--- config.mk ---
export PLATFORM = sky130hd
export DESIGN_NAME = stream_packet_arbiter
export DESIGN_NICKNAME = d
export VERILOG_FILES = /design/src/rtl/stream_packet_arbiter_pkg.sv /design/src/rtl/stream_arb_csr.sv /design/src/rtl/stream_packet_arbiter.sv
export SDC_FILE = /design/constraint.sdc
export NUM_CORES = 1
export LEC_CHECK = 0
export CAP_MARGIN = 15
export CORE_MARGIN = 2
export CORE_UTILIZATION = 45
export CTS_CLUSTER_DIAMETER = 80
export DETAILED_ROUTE_END_ITERATION = 6
export GPL_TIMING_DRIVEN = 0
export PLACE_DENSITY = 0.81
export RECOVER_POWER = 100
export SLEW_MARGIN = 20
export SYNTH_ARGS = -nofsm -noshare
export SYNTH_HDL_FRONTEND = slang
export SYNTH_SLANG_ARGS = --single-unit
--- constraint.sdc ---
create_clock -name clk -period 4.3 [get_ports clk]
set_input_delay 0.86 -clock clk [delete_from_list [all_inputs] [get_ports clk]]
set_output_delay 0.86 -clock clk [all_outputs]
set_load 0.1 [all_outputs]
--- src/rtl/stream_packet_arbiter_pkg.sv ---
// Shared types and constants for the two-input Avalon-ST packet arbiter.
package stream_packet_arbiter_pkg;

    typedef enum logic [1:0] {
        ST_IDLE   = 2'd0,
        ST_GRANT0 = 2'd1,
        ST_GRANT1 = 2'd2
    } arb_state_e;

    localparam logic [1:0] CSR_CTRL     = 2'd0;
    localparam logic [1:0] CSR_PKT_CNT0 = 2'd1;
    localparam logic [1:0] CSR_PKT_CNT1 = 2'd2;
    localparam logic [1:0] CSR_DROP_CNT = 2'd3;

    // Both inputs enabled out of reset.
    localparam logic [1:0] CTRL_EN_RESET = 2'b11;

endpackage

--- src/rtl/stream_arb_csr.sv ---
// Control/status registers: input enables, per-input packet counters and
// the stray-beat drop counter. Reads are registered with a one-cycle valid.
module stream_arb_csr
    import stream_packet_arbiter_pkg::*;
(
    input  logic        clk,
    input  logic        reset_n,
    input  logic [1:0]  csr_address,
    input  logic        csr_read,
    input  logic        csr_write,
    input  logic [31:0] csr_writedata,
    output logic [31:0] csr_readdata,
    output logic        csr_readdatavalid,
    input  logic        pkt_inc0,
    input  logic        pkt_inc1,
    input  logic [1:0]  drop_inc,
    output logic [1:0]  en
);

    logic [31:0] pkt_cnt0;
    logic [31:0] pkt_cnt1;
    logic [31:0] drop_cnt;
    logic [31:0] rd_mux;
    logic        unused_wdata;

    // Only the enable bits of CTRL are writable.
    assign unused_wdata = ^csr_writedata[31:2];

    // CTRL enables.
    always_ff @(posedge clk) begin
        if (!reset_n)                                  en <= CTRL_EN_RESET;
        else if (csr_write && csr_address == CSR_CTRL) en <= csr_writedata[1:0];
    end

    // Packet counter for input 0; a clearing write beats a same-cycle increment.
    always_ff @(posedge clk) begin
        if (!reset_n)                                      pkt_cnt0 <= '0;
        else if (csr_write && csr_address == CSR_PKT_CNT0) pkt_cnt0 <= '0;
        else if (pkt_inc0)                                 pkt_cnt0 <= pkt_cnt0 + 32'd1;
    end

    // Packet counter for input 1.
    always_ff @(posedge clk) begin
        if (!reset_n)                                      pkt_cnt1 <= '0;
        else if (csr_write && csr_address == CSR_PKT_CNT1) pkt_cnt1 <= '0;
        else if (pkt_inc1)                                 pkt_cnt1 <= pkt_cnt1 + 32'd1;
    end

    // Drop counter; both inputs may discard a stray beat in the same cycle.
    always_ff @(posedge clk) begin
        if (!reset_n)                                      drop_cnt <= '0;
        else if (csr_write && csr_address == CSR_DROP_CNT) drop_cnt <= '0;
        else if (drop_inc != 2'd0)                         drop_cnt <= drop_cnt + {30'd0, drop_inc};
    end

    // Read mux over current (pre-update) register values.
    always_comb begin
        rd_mux = '0;
        case (csr_address)
            CSR_CTRL:     rd_mux = {30'd0, en};
            CSR_PKT_CNT0: rd_mux = pkt_cnt0;
            CSR_PKT_CNT1: rd_mux = pkt_cnt1;
            default:      rd_mux = drop_cnt;
        endcase
    end

    // Registered read data, valid exactly one cycle after the read strobe.
    always_ff @(posedge clk) begin
        if (!reset_n) begin
            csr_readdata      <= '0;
            csr_readdatavalid <= 1'b0;
        end else begin
            csr_readdatavalid <= csr_read;
            if (csr_read) csr_readdata <= rd_mux;
        end
    end

endmodule

--- src/rtl/stream_packet_arbiter.sv ---
// Two-input packet-granular round-robin arbiter merging Avalon-ST streams.
// A grant is held from startofpacket until the endofpacket beat transfers.
module stream_packet_arbiter
    import stream_packet_arbiter_pkg::*;
#(
    parameter  int DATA_BYTES = 8,
    localparam int EW         = $clog2(DATA_BYTES)
) (
    input  logic                    clk,
    input  logic                    reset_n,
    input  logic [DATA_BYTES*8-1:0] stream_in0_data,
    input  logic [EW-1:0]           stream_in0_empty,
    input  logic                    stream_in0_valid,
    input  logic                    stream_in0_startofpacket,
    input  logic                    stream_in0_endofpacket,
    output logic                    stream_in0_ready,
    input  logic [DATA_BYTES*8-1:0] stream_in1_data,
    input  logic [EW-1:0]           stream_in1_empty,
    input  logic                    stream_in1_valid,
    input  logic                    stream_in1_startofpacket,
    input  logic                    stream_in1_endofpacket,
    output logic                    stream_in1_ready,
    output logic [DATA_BYTES*8-1:0] stream_out_data,
    output logic [EW-1:0]           stream_out_empty,
    output logic                    stream_out_valid,
    output logic                    stream_out_startofpacket,
    output logic                    stream_out_endofpacket,
    input  logic                    stream_out_ready,
    input  logic [1:0]              csr_address,
    input  logic                    csr_read,
    input  logic                    csr_write,
    input  logic [31:0]             csr_writedata,
    output logic [31:0]             csr_readdata,
    output logic                    csr_readdatavalid,
    output logic                    csr_waitrequest
);

    arb_state_e state;
    logic       last_grant;
    logic [1:0] en;
    logic       cand0, cand1;
    logic       stray0, stray1;
    logic       pkt_inc0, pkt_inc1;
    logic [1:0] drop_inc;

    assign csr_waitrequest = 1'b0;

    // Arbitration candidates and stray (no-sop) beats are only meaningful in IDLE.
    assign cand0  = (state == ST_IDLE) && stream_in0_valid &&  stream_in0_startofpacket && en[0];
    assign cand1  = (state == ST_IDLE) && stream_in1_valid &&  stream_in1_startofpacket && en[1];
    assign stray0 = (state == ST_IDLE) && stream_in0_valid && !stream_in0_startofpacket && en[0];
    assign stray1 = (state == ST_IDLE) && stream_in1_valid && !stream_in1_startofpacket && en[1];

    assign pkt_inc0 = (state == ST_GRANT0) && stream_in0_valid && stream_out_ready && stream_in0_endofpacket;
    assign pkt_inc1 = (state == ST_GRANT1) && stream_in1_valid && stream_out_ready && stream_in1_endofpacket;
    assign drop_inc = {1'b0, stray0} + {1'b0, stray1};

    // Arbitration FSM; the enable bits only gate new grants, never an open packet.
    always_ff @(posedge clk) begin
        if (!reset_n) begin
            state      <= ST_IDLE;
            last_grant <= 1'b1;
        end else begin
            case (state)
                ST_IDLE: begin
                    if (cand0 && (!cand1 || last_grant)) state <= ST_GRANT0;
                    else if (cand1)                      state <= ST_GRANT1;
                end
                ST_GRANT0: begin
                    if (pkt_inc0) begin
                        state      <= ST_IDLE;
                        last_grant <= 1'b0;
                    end
                end
                ST_GRANT1: begin
                    if (pkt_inc1) begin
                        state      <= ST_IDLE;
                        last_grant <= 1'b1;
                    end
                end
                default: state <= ST_IDLE;
            endcase
        end
    end

    // Output mux and backpressure; everything is held quiet while in reset.
    always_comb begin
        stream_out_data          = '0;
        stream_out_empty         = '0;
        stream_out_valid         = 1'b0;
        stream_out_startofpacket = 1'b0;
        stream_out_endofpacket   = 1'b0;
        stream_in0_ready         = 1'b0;
        stream_in1_ready         = 1'b0;
        if (reset_n) begin
            case (state)
                ST_GRANT0: begin
                    stream_out_data          = stream_in0_data;
                    stream_out_empty         = stream_in0_empty;
                    stream_out_valid         = stream_in0_valid;
                    stream_out_startofpacket = stream_in0_startofpacket;
                    stream_out_endofpacket   = stream_in0_endofpacket;
                    stream_in0_ready         = stream_out_ready;
                end
                ST_GRANT1: begin
                    stream_out_data          = stream_in1_data;
                    stream_out_empty         = stream_in1_empty;
                    stream_out_valid         = stream_in1_valid;
                    stream_out_startofpacket = stream_in1_startofpacket;
                    stream_out_endofpacket   = stream_in1_endofpacket;
                    stream_in1_ready         = stream_out_ready;
                end
                default: begin
                    // Stray beats are accepted and thrown away.
                    stream_in0_ready = stray0;
                    stream_in1_ready = stray1;
                end
            endcase
        end
    end

    stream_arb_csr u_csr (
        .clk               (clk),
        .reset_n           (reset_n),
        .csr_address       (csr_address),
        .csr_read          (csr_read),
        .csr_write         (csr_write),
        .csr_writedata     (csr_writedata),
        .csr_readdata      (csr_readdata),
        .csr_readdatavalid (csr_readdatavalid),
        .pkt_inc0          (pkt_inc0),
        .pkt_inc1          (pkt_inc1),
        .drop_inc          (drop_inc),
        .en                (en)
    );

endmodule

==> results of run 1 <==
registers in the layout, indices dropped and copies added, names as in the netlist:
name                     flops
u_csr.csr_readdatavalid      1
state                        2
u_csr.pkt_cnt1              32
u_csr.csr_readdata          32
u_csr.en                     2
last_grant                   1
u_csr.drop_cnt              32
u_csr.pkt_cnt0              32
repair_timing:
item	in CTS	in global routing
endpoints found under the hold margin	0	0
gates resized for setup	106	3
endpoints found under the setup margin	72	3
worst paths after layout:
path / end / slack (ns) / depth (start not counted)
setup / recovery: stream_out_data[6] / 0.12 / 6
hold / removal: u_csr.csr_readdata[28]$_SDFFE_PN0P_ / 0.48 / 2
setup reg to reg: u_csr.drop_cnt[26]$_SDFFE_PP0P_ / 0.75 / 14
hold reg to reg: u_csr.csr_readdata[28]$_SDFFE_PN0P_ / 0.48 / 2
cell usage after synthesis, types with 11 or more instances:
library cell / number / area (µm²)
nand2_1: 51 / 191
nand3_1: 29 / 145
xnor2_1: 16 / 140
buf_1: 12 / 45.0
xor2_1: 11 / 96.3
nor2_1: 138 / 518
o21ai_0: 11 / 55.1
or4_1: 41 / 308
or3_1: 25 / 156
nand4_1: 37 / 231
and4_1: 17 / 149
o21ai_1: 16 / 80.1
a22oi_1: 101 / 758
dfxtp_1: 134 / 2680
inv_1: 17 / 63.8
a21oi_1: 67 / 335
a211oi_1: 30 / 225
mux2_1: 13 / 146
and2_1: 11 / 68.8
o31ai_1: 41 / 308
mux2_2: 12 / 135
clkbuf_1: 64 / 240
cell usage in the layout (no fill, tap or decap), drive strengths merged, types with 18 or more instances in the layout:
cell and n:
or4 42, nand3 29, or3 25, nand4 38, clkdlybuf4s50 143, dfxtp 134
a22oi 101, a21oi 67, clkbuf 142, dlygate4sd3 36, mux2 25, nand2 51
a211oi 30, clkdlybuf4s15 18, nor2 138, o21ai 27, o31ai 41
worst reg2reg max path, delay by kind of cell, from the launching register on:
| family | cells | cell delay (ns) |
|---|---|---|
| buffers and inverters | 4 | 0.72 |
| AND/OR/NAND/NOR | 5 | 1.16 |
| adder cells (fa/ha/maj) | 4 | 1.15 |
| flip-flops | 1 | 0.33 |
| AO/OA/AOI/OAI | 1 | 0.14 |
metal layers:
layer	vias to the layer above	part of all wire, %	track usage [%]	wire length (µm)
li1	4179	-	-	-
met1	4329	38	42.6	11900
met2	501	48	56.2	14900
met3	61	10	8.90	3140
met4	0	3.8	12.5	1200
met5	-	0	0	0
power by group through the flow:
stage / sequential, µW / combinational (µW) / clock, µW
finish: 1280 / 737 / 1300
detailed placement: 1310 / 747 / 0
floorplan: 1410 / 347 / 0
global placement: 1300 / 741 / 0
global route: 1280 / 776 / 1360
CTS: 1280 / 740 / 1300
per-stage QoR:
| stage | utilization, % | hold slack [ns] |
|---|---|---|
| final | 64.1 | 0.480 |
| after global routing | 64.1 | 0.501 |
| after CTS | 65.7 | 0.485 |
| after detailed placement | 62.8 | 0.475 |
| after global placement | 62.8 | 0.459 |
| after floorplan | - | 0.440 |
logic make-up after synthesis:
family / count (synthesis) / share of synthesized area (%)
xor+xnor: 27 / 3.08
compound gates: 276 / 24.0
mux: 35 / 5.30
buf+inv: 99 / 5.04
simple gates: 380 / 25.8
fa+ha+maj: 10 / 1.73
other cells: 1 / 0.0489
flops: 134 / 35.0
final cells by class:
type / count / area, µm²
Fill cell: 1464 / 5970
Multi-Input combinational cell: 729 / 4600
Sequential cell: 134 / 2680
Timing Repair Buffer: 251 / 2200
Clock buffer: 18 / 439
Buffer: 81 / 319
Tap cell: 220 / 275
Clock inverter: 14 / 87.6
Inverter: 18 / 67.6
Antenna cell: 1 / 2.50
==> flow_metrics.tcl, run 1 <==
set metrics [dict create \
    outcome "finished, final reports clean" \
    ir_worst_vdd_mv 0.265 \
    avgSynthCellArea_um2 7.97 \
    drt_iter0_drc 946 \
    crit_path_end_kind "output pin" \
    switching_share_pct 32.3 \
    wl_per_cell_um 21.2 \
    fp.dieArea_um2 18100 \
    cts_tree "built" \
    worst-path-buf-inv 4 \
    dpl_cell_area_um2 10500 \
    min_from "u_csr.csr_readdata[28]$_SDFFE_PN0P_" \
    fin_area_um2 10700 \
    ctsHoldBuffers 0 \
    cts_setup_buffers 0 \
    clock_path_buffers 2 \
    fin_setup_tns_ns 0 \
    rows 47 \
    path_delay_family "buffers and inverters" \
    internal_power_uw 2240 \
    synth-seq-area-share_pct 35.0 \
    place_hpwl_mm 24.3 \
    synth_area_um2 7670 \
    critPathLaunch "reset_n" \
    path_max_fanout 10 \
    clk_latency_ns 0.42 \
    syn_nets 1151 \
    cts_buffers 17 \
    setup_viol 0 \
    ys_async_sr_fraction_pct 0 \
    grt_max_degree 17 \
    p_clk_share_pct 39.2 \
    grt_pass1_wl_mm 47.2 \
    die_h_um 135 \
    synth-edff-count 0 \
    fin_skew_ns 0.00509 \
    cts-root-buf "clkbuf_16" \
    ys_warn_count 0 \
    routed_wl_mm 31.1 \
    fin_crit_ns 4.18 \
    vias_per_cell 6.19 \
    cp_common_cell "clkbuf_1" \
    vias 9070 \
    start_util_pct 46.1 \
    path_cells "clkdlybuf4s50_1 -> clkbuf_2 -> nand2_1 -> clkbuf_1 -> nor2_1 -> clkbuf_1" \
    post-route-period-util_pct 97.2 \
    finalHoldViolations 0 \
    power_uw 3320 \
    final_max_slew_viol_count 0 \
    startpoint_type "input pin" \
    nets 1421 \
    tightest_slew_ns 1.29 \
    relSlewSlack_pct 14.4 \
    drive_above_1_share_pct 5.22 \
    instances_no_fill 1466 \
    yosysUniqueCellTypes 50 \
    power_switching_uw 1070 \
    io_pins 285 \
    gp_congestion 0.948 \
    combPwrFrac_pct 22.2 \
    place_ws_ns -0.752 \
    fin_ws_ns 0.121 \
    crit_arrival_ns 3.32 \
    ys_ff_latch 134 \
    cp_data_required_time_ns 3.44 \
    p_leak_uw 0.00338 \
    placeableCoreArea_um2 16600 \
    crit_type "in -> out" \
    r2r-start "state[0]$_SDFFE_PN0P_" \
    drc_errors 0 \
    grt_overflow 0 \
    p_per_area_nw_per_um2 311 \
    max_stage_delay_ns 0.90 \
    drt_pass1_iterations 6 \
    drv_cap 0 \
    synth_flop_cell "dfxtp_1" \
    chipWidth_um 135 \
    seqPwrFrac_pct 38.6 \
    cpMaxStageDelayCell "clkbuf_1" \
    grt_pass1_vias 8276 \
    grt_usage_pct 33.9 \
    min_path_type "reg -> reg" \
    cts.sinks 134 \
    clock.fmax_mhz 239 \
    syn_inst 962 \
    rsz0062_at_grt "false" \
    areaGrowthSynthToFinish_pct 39.1 \
    cts.htree.levels 4 \
    portBuffers 251 \
    dp.cells 1433 \
    clk_pin_slew_ns 0.06 \
    antenna_found_initial 1 \
    postRouteAntennaNets 0 \
]
Note: power is estimated with default switching activity, not from simulation.
==> inputs of run 2 (changes only) <==
SETUP_SLACK_MARGIN = 0.3   (was default)
==> flow_metrics.tcl, run 2 (synthesized netlist as in run 1, its figures left out) <==
set metrics [dict create \
    cts.htree.levels 4 \
    worstReg2RegEnd "u_csr.drop_cnt[26]$_SDFFE_PP0P_" \
    drive_above_1_share_pct 9.80 \
    gp_congestion 0.948 \
    placeableCoreArea_um2 16600 \
    fin_crit_ns 4.14 \
    grt_pass1_wl_mm 47.3 \
    instances_no_fill 1467 \
    antenna_found_initial 2 \
    drc_errors 0 \
    cpMaxStageDelayCell "dlygate4sd3_1" \
    seq_area_um2 2680 \
    layout_common_cells "clkdlybuf4s50_1 (142), nor2_1 (138), dfxtp_1 (134), a22oi_1 (101)" \
    drt_iter0_drc 969 \
    crit_end "stream_out_data[9]" \
    path_max_fanout 10 \
    clock.fmax_mhz 242 \
    drt_pass1_iterations 6 \
    grt_max_degree 17 \
    rrSetupSlack_ns 0.88 \
    cts.sinks 134 \
    nets 1421 \
    io_pins 285 \
    startpoint_type "input pin" \
    fp.dieArea_um2 18100 \
    fin_skew_ns 0.00491 \
    cp_common_cell "clkbuf_2" \
    outcome "finished, final reports clean" \
    place_hpwl_mm 24.3 \
    dp.cells 1433 \
    p_leak_uw 0.00353 \
    grt_overflow 0 \
    portBuffers 251 \
    grt_usage_pct 34.0 \
    final_max_slew_viol_count 0 \
    clock_path_buffers 2 \
    clk_pin_slew_ns 0.06 \
    cts_setup_buffers 0 \
    multi_input_area_um2 4600 \
    areaGrowthSynthToFinish_pct 43.3 \
    p_per_area_nw_per_um2 302 \
    r2r-start "state[0]$_SDFFE_PN0P_" \
    ir_worst_vdd_mv 0.264 \
    die_h_um 135 \
    cts-root-buf "clkbuf_16" \
    critPathLaunch "reset_n" \
    post-route-period-util_pct 96.3 \
    rsz0062_at_grt "true" \
    crit_path_end_kind "output pin" \
    start_util_pct 46.1 \
    fillCellCount 1404 \
    path_cells "dlygate4sd3_1 -> clkbuf_2 -> nand2_1 -> clkbuf_1 -> nor2_1 -> clkbuf_2" \
    ctsHoldBuffers 0 \
    wl_per_cell_um 21.3 \
    finalHoldViolations 0 \
    relSlewSlack_pct 31.5 \
    clk_latency_ns 0.42 \
    min_path_type "reg -> reg" \
    fin_setup_tns_ns 0 \
    routed_wl_mm 31.2 \
    postRouteAntennaNets 0 \
    crit_type "in -> out" \
    cts_buffers 17 \
    cts_tree "built" \
    tightest_slew_ns 1.02 \
    drv_cap 0 \
    cp_data_required_time_ns 3.44 \
    max_stage_delay_ns 0.57 \
    vias_per_cell 6.17 \
    layout.cells.most_common "clkdlybuf4s50_1" \
    vias 9049 \
    crit_arrival_ns 3.28 \
    grt_pass1_vias 8290 \
    rows 47 \
    chipWidth_um 135 \
    r2r_cells 14 \
    setup_viol 0 \
]
[run 2: cell count changes in the layout (fill, tap and decap cells not counted), sizes merged]
| cell | change |
|---|---|
| clkdlybuf4s15 | +38 |
| clkdlybuf4s50 | -1 |
| dlygate4sd3 | +1 |
| diode | +1 |
| clkbuf | -38 |
[run 2: worst max-delay path, delay by kind of cell]
family / cells / cell delay [ns]
buffers and inverters: 4 / 1.74
AND/OR/NAND/NOR: 2 / 0.67
[run 2: final cells by class]
class	count	share of cell area, %
Multi-Input combinational cell	729	41.9
Sequential cell	134	24.4
Timing Repair Buffer	251	22.8
Clock buffer	18	4.00
Buffer	81	2.93
Tap cell	220	2.51
Clock inverter	14	0.797
Inverter	18	0.615
Antenna cell	2	0.0456
[run 2: per-stage QoR]
stage / area (µm²) / hold slack (ns) / worst slack (ns) / total power [µW] / utilization [%]
floorplan: 7670 / 0.440 / 0.607 / 1750 / -
global placement: 10500 / 0.459 / -0.695 / 2050 / 62.8
detailed placement: 10500 / 0.475 / -0.752 / 2050 / 62.8
CTS: 11000 / 0.485 / 0.193 / 3320 / 66.1
global route: 11000 / 0.501 / 0.132 / 3430 / 66.0
finish: 11000 / 0.480 / 0.161 / 3320 / 66.0
[run 2: worst min-delay path by stage]
stage / startpoint / to / slack (ns) / depth (start not counted)
detailed placement: u_csr.pkt_cnt1[31]$_SDFFE_PP0P_ / u_csr.pkt_cnt1[31]$_SDFFE_PP0P_ / 0.47 / 2
global placement: u_csr.pkt_cnt1[31]$_SDFFE_PP0P_ / u_csr.pkt_cnt1[31]$_SDFFE_PP0P_ / 0.46 / 2
finish: u_csr.csr_readdata[28]$_SDFFE_PN0P_ / u_csr.csr_readdata[28]$_SDFFE_PN0P_ / 0.48 / 2
floorplan: u_csr.drop_cnt[31]$_SDFFE_PP0P_ / u_csr.drop_cnt[31]$_SDFFE_PP0P_ / 0.44 / 2
global route: u_csr.csr_readdata[25]$_SDFFE_PN0P_ / u_csr.csr_readdata[25]$_SDFFE_PN0P_ / 0.50 / 2
CTS: u_csr.csr_readdata[28]$_SDFFE_PN0P_ / u_csr.csr_readdata[28]$_SDFFE_PN0P_ / 0.48 / 2
[run 2: repair_timing]
| action | in CTS | in global routing |
|---|---|---|
| gates cloned | 0 | 0 |
| endpoints found under the hold margin | 0 | 0 |
| endpoints found under the setup margin | 72 | 12 |
| gates resized for setup | 239 | 17 |
[run 2: routing by layer]
layer,part of all wire (%),global-route usage [%],vias up
li1,-,-,4177
met1,38,42.9,4290
met2,48,56.3,524
met3,10,8.67,58
met4,3.5,12.6,0
met5,0,0,-
[run 2: report_power, final]
group	total, µW	switching, µW	leakage, µW	internal [µW]
sequential	1280	14.9	0.00109	1260
clock	1300	557	0.000257	742
combinational	746	499	0.00219	247
==> inputs of run 3 (changes only) <==
CTS_CLUSTER_SIZE = 40   (was default)
==> results of run 3 <==
Same layout as run 2: the final DEF is identical, and so are final timing and power.
